`config.mk`:
```
export PLATFORM = sky130hd
export DESIGN_NAME = host_tx_arbiter_flat
export DESIGN_NICKNAME = d
export VERILOG_FILES = /design/src/rtl/host_tx_arbiter_if.sv /design/src/rtl/host_tx_arbiter.sv /design/src/flat_wrapper.sv
export SDC_FILE = /design/constraint.sdc
export NUM_CORES = 1
export LEC_CHECK = 0
export CELL_PAD_IN_SITES_DETAIL_PLACEMENT = 0
export CELL_PAD_IN_SITES_GLOBAL_PLACEMENT = 1
export CORE_UTILIZATION = 32
export CTS_CLUSTER_SIZE = 20
export DETAILED_ROUTE_END_ITERATION = 8
export GPL_TIMING_DRIVEN = 0
export PLACE_DENSITY = 0.82
export SYNTH_ARGS = -nofsm -noshare
export SYNTH_HDL_FRONTEND = slang
export SYNTH_SLANG_ARGS = --single-unit
```
`constraint.sdc`:
```
create_clock -name clk -period 3.6 [get_ports clk]
set_clock_uncertainty 0.2 [all_clocks]
set_input_delay 0.72 -clock clk [delete_from_list [all_inputs] [get_ports clk]]
set_output_delay 0.72 -clock clk [all_outputs]
set_load 0.005 [all_outputs]
```
`src/rtl/host_tx_arbiter_if.sv`:
```
`default_nettype none
// ============================================================================
// host_tx_arbiter_if : requester byte lanes plus the shared FIFO write port.
// Revision: 1.0
// ============================================================================
interface host_tx_arbiter_if #(
  parameter int NUM_REQ    = 4,
  parameter int DATA_WIDTH = 8
);
  logic [NUM_REQ-1:0]            req_valid_i;
  logic [NUM_REQ*DATA_WIDTH-1:0] req_data_i;
  logic [NUM_REQ-1:0]            req_last_i;
  logic [NUM_REQ-1:0]            req_ready_o;
  logic                          full_i;
  logic                          writereq_o;
  logic [DATA_WIDTH-1:0]         data_o;

  // Arbiter side.
  modport master (
    input  req_valid_i,
    input  req_data_i,
    input  req_last_i,
    input  full_i,
    output req_ready_o,
    output writereq_o,
    output data_o
  );

  // Requester / FIFO side.
  modport slave (
    output req_valid_i,
    output req_data_i,
    output req_last_i,
    output full_i,
    input  req_ready_o,
    input  writereq_o,
    input  data_o
  );
endinterface
`default_nettype wire

```
`src/rtl/host_tx_arbiter.sv`:
```
`default_nettype none
// ============================================================================
// host_tx_arbiter : per-packet round-robin owner of the outbound FIFO write port
//   with mid-packet watchdog. Define HOST_TX_ARB_STATS_EN for packet/stall counters.
// Revision: 1.0
// ============================================================================
module host_tx_arbiter #(
  parameter int NUM_REQ     = 4,
  parameter int DATA_WIDTH  = 8,
  parameter int IDX_WIDTH   = 2,
  parameter int TIMEOUT_CYC = 64
) (
  input  logic                  clk,
  input  logic                  rst,
  host_tx_arbiter_if.master     bus,
  output logic [NUM_REQ-1:0]    grant_o,
  output logic                  busy_o,
  output logic                  timeout_o,
  output logic [IDX_WIDTH-1:0]  timeout_req_o
`ifdef HOST_TX_ARB_STATS_EN
  ,
  output logic [15:0]           pkt_count_o,
  output logic [15:0]           stall_count_o
`endif
);

  localparam int CNT_W      = (TIMEOUT_CYC > 0) ? $clog2(TIMEOUT_CYC + 1) : 1;
  localparam int WDOG_LIMIT = (TIMEOUT_CYC > 0) ? TIMEOUT_CYC - 1 : 0;

  localparam logic [CNT_W-1:0]     c_wdog_limit = CNT_W'(WDOG_LIMIT);
  localparam logic [IDX_WIDTH:0]   c_num_req    = (IDX_WIDTH + 1)'(NUM_REQ);
  localparam logic [IDX_WIDTH-1:0] c_last_idx   = IDX_WIDTH'(NUM_REQ - 1);
  localparam logic [NUM_REQ-1:0]   c_onehot0    = NUM_REQ'(1);

  typedef enum logic [0:0] {
    S_IDLE = 1'b0,
    S_XFER = 1'b1
  } state_t;

  state_t                 state_q;
  logic [IDX_WIDTH-1:0]   rr_ptr_q;
  logic [IDX_WIDTH-1:0]   owner_q;
  logic [NUM_REQ-1:0]     grant_q;
  logic                   busy_q;
  logic                   timeout_q;
  logic [IDX_WIDTH-1:0]   timeout_req_q;
  logic [CNT_W-1:0]       wdog_q;
  logic [CNT_W-1:0]       wdog_d;

  logic                   w_xfer;
  logic                   w_own_valid;
  logic                   w_own_last;
  logic [DATA_WIDTH-1:0]  w_own_data;
  logic                   w_accept;
  logic                   w_done;
  logic                   w_idle_tick;
  logic                   w_abort;
  logic                   w_found;
  logic [IDX_WIDTH-1:0]   w_pick;
  logic [IDX_WIDTH:0]     w_slot;
  logic [IDX_WIDTH-1:0]   w_next_ptr;

  assign w_xfer      = (state_q == S_XFER);
  assign w_own_valid = bus.req_valid_i[owner_q];
  assign w_own_last  = bus.req_last_i[owner_q];
  assign w_own_data  = bus.req_data_i[owner_q*DATA_WIDTH +: DATA_WIDTH];

  assign w_accept    = w_xfer & w_own_valid & ~bus.full_i;
  assign w_done      = w_accept & w_own_last;
  // Backpressure cycles are not idle: only a starved, unblocked owner ages the watchdog.
  assign w_idle_tick = w_xfer & ~w_own_valid & ~bus.full_i;
  assign w_abort     = (TIMEOUT_CYC != 0) && w_idle_tick && (wdog_q == c_wdog_limit);
  assign w_next_ptr  = (owner_q == c_last_idx) ? '0 : owner_q + IDX_WIDTH'(1);

  // Descending scan so the slot closest to rr_ptr is the last (winning) assignment.
  always_comb begin
    w_found = 1'b0;
    w_pick  = '0;
    w_slot  = '0;
    for (int i = NUM_REQ - 1; i >= 0; i--) begin
      w_slot = {1'b0, rr_ptr_q} + (IDX_WIDTH + 1)'(i);
      if (w_slot >= c_num_req) begin
        w_slot = w_slot - c_num_req;
      end
      if (bus.req_valid_i[w_slot[IDX_WIDTH-1:0]]) begin
        w_found = 1'b1;
        w_pick  = w_slot[IDX_WIDTH-1:0];
      end
    end
  end

  always_comb begin
    wdog_d = wdog_q;
    if (!w_xfer || w_accept || w_abort) begin
      wdog_d = '0;
    end else if (w_idle_tick && (TIMEOUT_CYC != 0)) begin
      wdog_d = wdog_q + CNT_W'(1);
    end
  end

  always_ff @(posedge clk or negedge rst) begin
    if (!rst) begin
      state_q       <= S_IDLE;
      rr_ptr_q      <= '0;
      owner_q       <= '0;
      grant_q       <= '0;
      busy_q        <= 1'b0;
      timeout_q     <= 1'b0;
      timeout_req_q <= '0;
      wdog_q        <= '0;
    end else begin
      timeout_q <= 1'b0;
      wdog_q    <= wdog_d;
      case (state_q)
        S_IDLE: begin
          if (w_found) begin
            state_q <= S_XFER;
            owner_q <= w_pick;
            grant_q <= c_onehot0 << w_pick;
            busy_q  <= 1'b1;
          end
        end
        S_XFER: begin
          if (w_done || w_abort) begin
            state_q  <= S_IDLE;
            rr_ptr_q <= w_next_ptr;
            grant_q  <= '0;
            busy_q   <= 1'b0;
            if (w_abort) begin
              timeout_q     <= 1'b1;
              timeout_req_q <= owner_q;
            end
          end
        end
        default: begin
          state_q <= S_IDLE;
          grant_q <= '0;
          busy_q  <= 1'b0;
        end
      endcase
    end
  end

  assign bus.writereq_o  = w_accept;
  assign bus.data_o      = w_accept ? w_own_data : '0;
  assign bus.req_ready_o = (w_xfer && !bus.full_i) ? grant_q : '0;

  assign grant_o       = grant_q;
  assign busy_o        = busy_q;
  assign timeout_o     = timeout_q;
  assign timeout_req_o = timeout_req_q;

`ifdef HOST_TX_ARB_STATS_EN
  logic [15:0] pkt_count_q;
  logic [15:0] pkt_count_d;
  logic [15:0] stall_count_q;
  logic [15:0] stall_count_d;

  // Packet count wraps; stall count saturates.
  always_comb begin
    pkt_count_d   = pkt_count_q + {15'd0, w_done};
    stall_count_d = stall_count_q;
    if (w_xfer && w_own_valid && bus.full_i && (stall_count_q != 16'hFFFF)) begin
      stall_count_d = stall_count_q + 16'd1;
    end
  end

  always_ff @(posedge clk or negedge rst) begin
    if (!rst) begin
      pkt_count_q   <= '0;
      stall_count_q <= '0;
    end else begin
      pkt_count_q   <= pkt_count_d;
      stall_count_q <= stall_count_d;
    end
  end

  assign pkt_count_o   = pkt_count_q;
  assign stall_count_o = stall_count_q;
`endif

endmodule
`default_nettype wire

```
`src/flat_wrapper.sv`:
```
// flat-port wrapper written by rule: the top's interface ports become plain ports
module host_tx_arbiter_flat 
#(
  parameter int NUM_REQ     = 4,
  parameter int DATA_WIDTH  = 8,
  parameter int IDX_WIDTH   = 2,
  parameter int TIMEOUT_CYC = 64
)
  (clk, rst, grant_o, busy_o, timeout_o, timeout_req_o, bus_req_valid_i, bus_req_data_i, bus_req_last_i, bus_full_i, bus_req_ready_o, bus_writereq_o, bus_data_o);
  host_tx_arbiter_if #(.NUM_REQ(NUM_REQ), .DATA_WIDTH(DATA_WIDTH)) bus_i ();
  input  logic clk;
  input  logic rst;
  output logic [NUM_REQ-1:0] grant_o;
  output logic busy_o;
  output logic timeout_o;
  output logic [IDX_WIDTH-1:0] timeout_req_o;
  input wire logic [$bits(bus_i.req_valid_i)-1:0] bus_req_valid_i;
  input wire logic [$bits(bus_i.req_data_i)-1:0] bus_req_data_i;
  input wire logic [$bits(bus_i.req_last_i)-1:0] bus_req_last_i;
  input wire logic [$bits(bus_i.full_i)-1:0] bus_full_i;
  output wire logic [$bits(bus_i.req_ready_o)-1:0] bus_req_ready_o;
  output wire logic [$bits(bus_i.writereq_o)-1:0] bus_writereq_o;
  output wire logic [$bits(bus_i.data_o)-1:0] bus_data_o;
  assign bus_i.req_valid_i = bus_req_valid_i;
  assign bus_i.req_data_i = bus_req_data_i;
  assign bus_i.req_last_i = bus_req_last_i;
  assign bus_i.full_i = bus_full_i;
  assign bus_req_ready_o = bus_i.req_ready_o;
  assign bus_writereq_o = bus_i.writereq_o;
  assign bus_data_o = bus_i.data_o;
  host_tx_arbiter #(.NUM_REQ(NUM_REQ), .DATA_WIDTH(DATA_WIDTH), .IDX_WIDTH(IDX_WIDTH), .TIMEOUT_CYC(TIMEOUT_CYC)) u_core (.clk(clk), .rst(rst), .bus(bus_i), .grant_o(grant_o), .busy_o(busy_o), .timeout_o(timeout_o), .timeout_req_o(timeout_req_o));
endmodule
```
==> results.yml <==
yosys:
  syn_area_per_cell_um2: 10.4
  synth_top_area_frac: 0.371
  synth_common_cells: "20 x dfrtp_1, 14 x nand2_1, 10 x mux4_2, 10 x nor2_1, 8 x and3_1"
  ys_seq_area_frac: 0.371
  ys_ff_latch: 20
  synth_top_flop_cell: "dfrtp_1"
  synth_cells: 130
  mappedNetlistNets: 175
  yosysTopAreaCell: "dfrtp_1"
  synth.most_common_cell: "dfrtp_1"
  synth_area_leaders: "dfrtp_1 37%, mux4_2 17%, nand2_1 3.9%"
  synthArstFlopShare: 1.00
  yosysWarningCount: 0
  synth_edf_count: 0
  syn_area_um2: 1350
  synth.distinct_cells: 37
run:
  maxCapViolations: 0
power_and_ir_drop:
  intPower_uw: 787
  peakVddDrop_uv: 254
  p_per_area_nw_per_um2: 565
  p_clk_frac: 0.193
  power_frac_seq: 0.300
  leakage_nw: 0.922
  p_comb_frac: 0.506
  p_sw_uw: 406
  sw_frac_of_total: 0.340
timing:
  rsz0062_at_grt: "no"
  fin_hold_ws_ns: 0.312
  fin_ws_ns: 0.0930
  hold_violations: 0
  setup_tns_ns: 0
  slew_headroom: 0.394
  period_needed_ns: 3.51
  maxSlewViolCount: 0
  setup_viol: 0
  worst_slew_pin_slew_ns: 0.907
  fin_crit_sh: 0.974
  fmax_mhz: 285
cells_and_area:
  fill_cells: 371
  register_area_um2: 500
  multi_input_area_um2: 796
  layout-drive-gt1-share: 0.138
  antenna_cells: 0
  area_growth_syn_to_layout_pct: 56.5
  nNetsFinal: 242
floorplan:
  ios: 64
  fp.coreArea_um2: 4030
  start_util: 0.334
  core.rowCount: 23
  die_w_um: 66.9
  dieArea_um2: 4470
  die_h_um: 66.9
detailed_routing:
  vias: 1299
  initialDrtViolationCount: 49
  first_pass_iters: 4
  drt-total-wl_um: 3870
  final_antenna_net_count: 0
  drc_errors: 0
  wl_per_cell_um: 15.7
  post_drt_via_cell_ratio: 5.28
clock_network:
  insertion_delay_ns: 0.27
  cts_made_buffers: 3
  cts_max_path_buffers: 2
  hold_buffers: 0
  cts.htree.levels: 1
  cts_sinks: 20
  clockRootBuffer: "clkbuf_8"
  cts_tree: "yes"
  path_clk_slew_ns: 0.08
min_path:
  hold_path_class: "flop to flop"
place:
  dp_hpwl_um: 3050
  portBuffers: 63
  gp_congestion: 0.814
  dp_slack_ns: -0.0875
critical_path:
  critPathBufInv: 2
  critPathMaxStageDelay_ns: 0.68
  crit_chain: "clkdlybuf4s50_1 > mux4_2 > and3_1 > clkdlybuf4s50_1"
  critPathMaxFanout: 16
  crit_type: "input pin to output pin"
  start_kind: "input pin"
  cpMaxStageDelayCell: "mux4_2"
  crit_family: "buffers and inverters"
  ff2ff_setup_slack_ns: 1.29
  cpMostUsedCell: "clkdlybuf4s50_1"
  arrival_ns: 2.59
  crit_required_ns: 2.68
  crit_path_end_kind: "output pin"
global_routing:
  grt_max_degree: 21
  grt_pass1_vias: 1292
  antenna_found_initial: 0
  grt_overflow_total: 0
  grt_first_pass_wirelength_um: 6270
  grt_usage: 0.193
outcome:
  status: "finished, final reports clean"
## placed cells by master, fill, tap and decap left out, types with 2 or more instances in the layout
cell,count
mux2_2,4
buf_2,2
nor4_1,2
inv_1,6
clkdlybuf4s50_1,63
clkbuf_1,3
nand2_1,14
a221oi_1,2
mux4_2,10
a22oi_1,2
nor2_1,10
a21oi_1,5
o21ai_0,4
nand3_1,3
and3_1,8
clkbuf_8,3
dfrtp_1,20
mux2_4,2
o22ai_1,4
ha_1,2
o21bai_1,2
and2_1,5
o21a_1,2
## power by group through the flow
stage | clock network (mW) | logic, mW | registers [mW]
4_1_cts | 0.235 | 0.610 | 0.359
6_report | 0.230 | 0.604 | 0.358
2_1_floorplan | 0 | 0.354 | 0.347
3_5_place_dp | 0 | 0.612 | 0.363
5_1_grt | 0.246 | 0.667 | 0.370
3_3_place_gp | 0 | 0.592 | 0.357
## per-layer routing
layer,GRT usage,routed length [um]
met5,0,0
met4,0.0851,89
met3,0.0342,205
met2,0.337,1940
met1,0.228,1630
## final timing paths
| kind | start | endpoint | cells past startpoint |
|---|---|---|---|
| worst min register to register | u_core.wdog_q[6]$_DFFE_PN0P_ | u_core.wdog_q[6]$_DFFE_PN0P_ | 1 |
| max in group asynchronous | rst | u_core.busy_o$_DFFE_PN0P_ | 1 |
| worst max-delay path | bus_req_valid_i[3] | bus_data_o[6] | 4 |
| worst min-delay path | u_core.wdog_q[6]$_DFFE_PN0P_ | u_core.wdog_q[6]$_DFFE_PN0P_ | 1 |
| min in group asynchronous | rst | u_core.wdog_q[4]$_DFFE_PN0P_ | 1 |
| worst max register to register | u_core.owner_q[1]$_DFFE_PN0P_ | u_core.rr_ptr_q[0]$_DFFE_PN0P_ | 4 |
## metrics by stage
stage / cell area [um2] / total power [mW] / utilization / cells
finish: 2110 / 1.19 / 0.524 / 246
global route: 2110 / 1.28 / 0.524 / 246
CTS: 2110 / 1.20 / 0.523 / 246
detailed placement: 2040 / 0.975 / 0.507 / 243
global placement: 2040 / 0.949 / 0.507 / 243
floorplan: 1350 / 0.701 / - / 130
## kinds of logic after synthesis
| logic type | synth area share |
|---|---|
| adder cells (fa/ha/maj) | 0.0186 |
| AO/OA/AOI/OAI | 0.136 |
| multiplexers | 0.223 |
| AND/OR/NAND/NOR | 0.214 |
| buffers and inverters | 0.0381 |
| flip-flops | 0.371 |
## flip-flops by register name (all words and copies together), names as in the netlist
name / cells
u_core.wdog_q: 7
u_core.grant_o: 4
u_core.owner_q: 2
u_core.rr_ptr_q: 2
u_core.timeout_req_o: 2
u_core.busy_o: 1
u_core.state_q: 1
u_core.timeout_o: 1
## repair_timing
action	CTS	global route
gates resized for setup	0	2
setup endpoints to repair	8	5
setup buffers	0	0
## area by class of cell
type                    instances  share of cell area
clock inverters                 1              0.0142
clock buffers                   3              0.0196
multi-input cells              97               0.377
flip-flops and latches         20               0.237
inverters                       6              0.0107
plain buffers                   6              0.0125
well taps                      50              0.0297
repair buffers                 63               0.299
(Power assumes the default switching activity.)
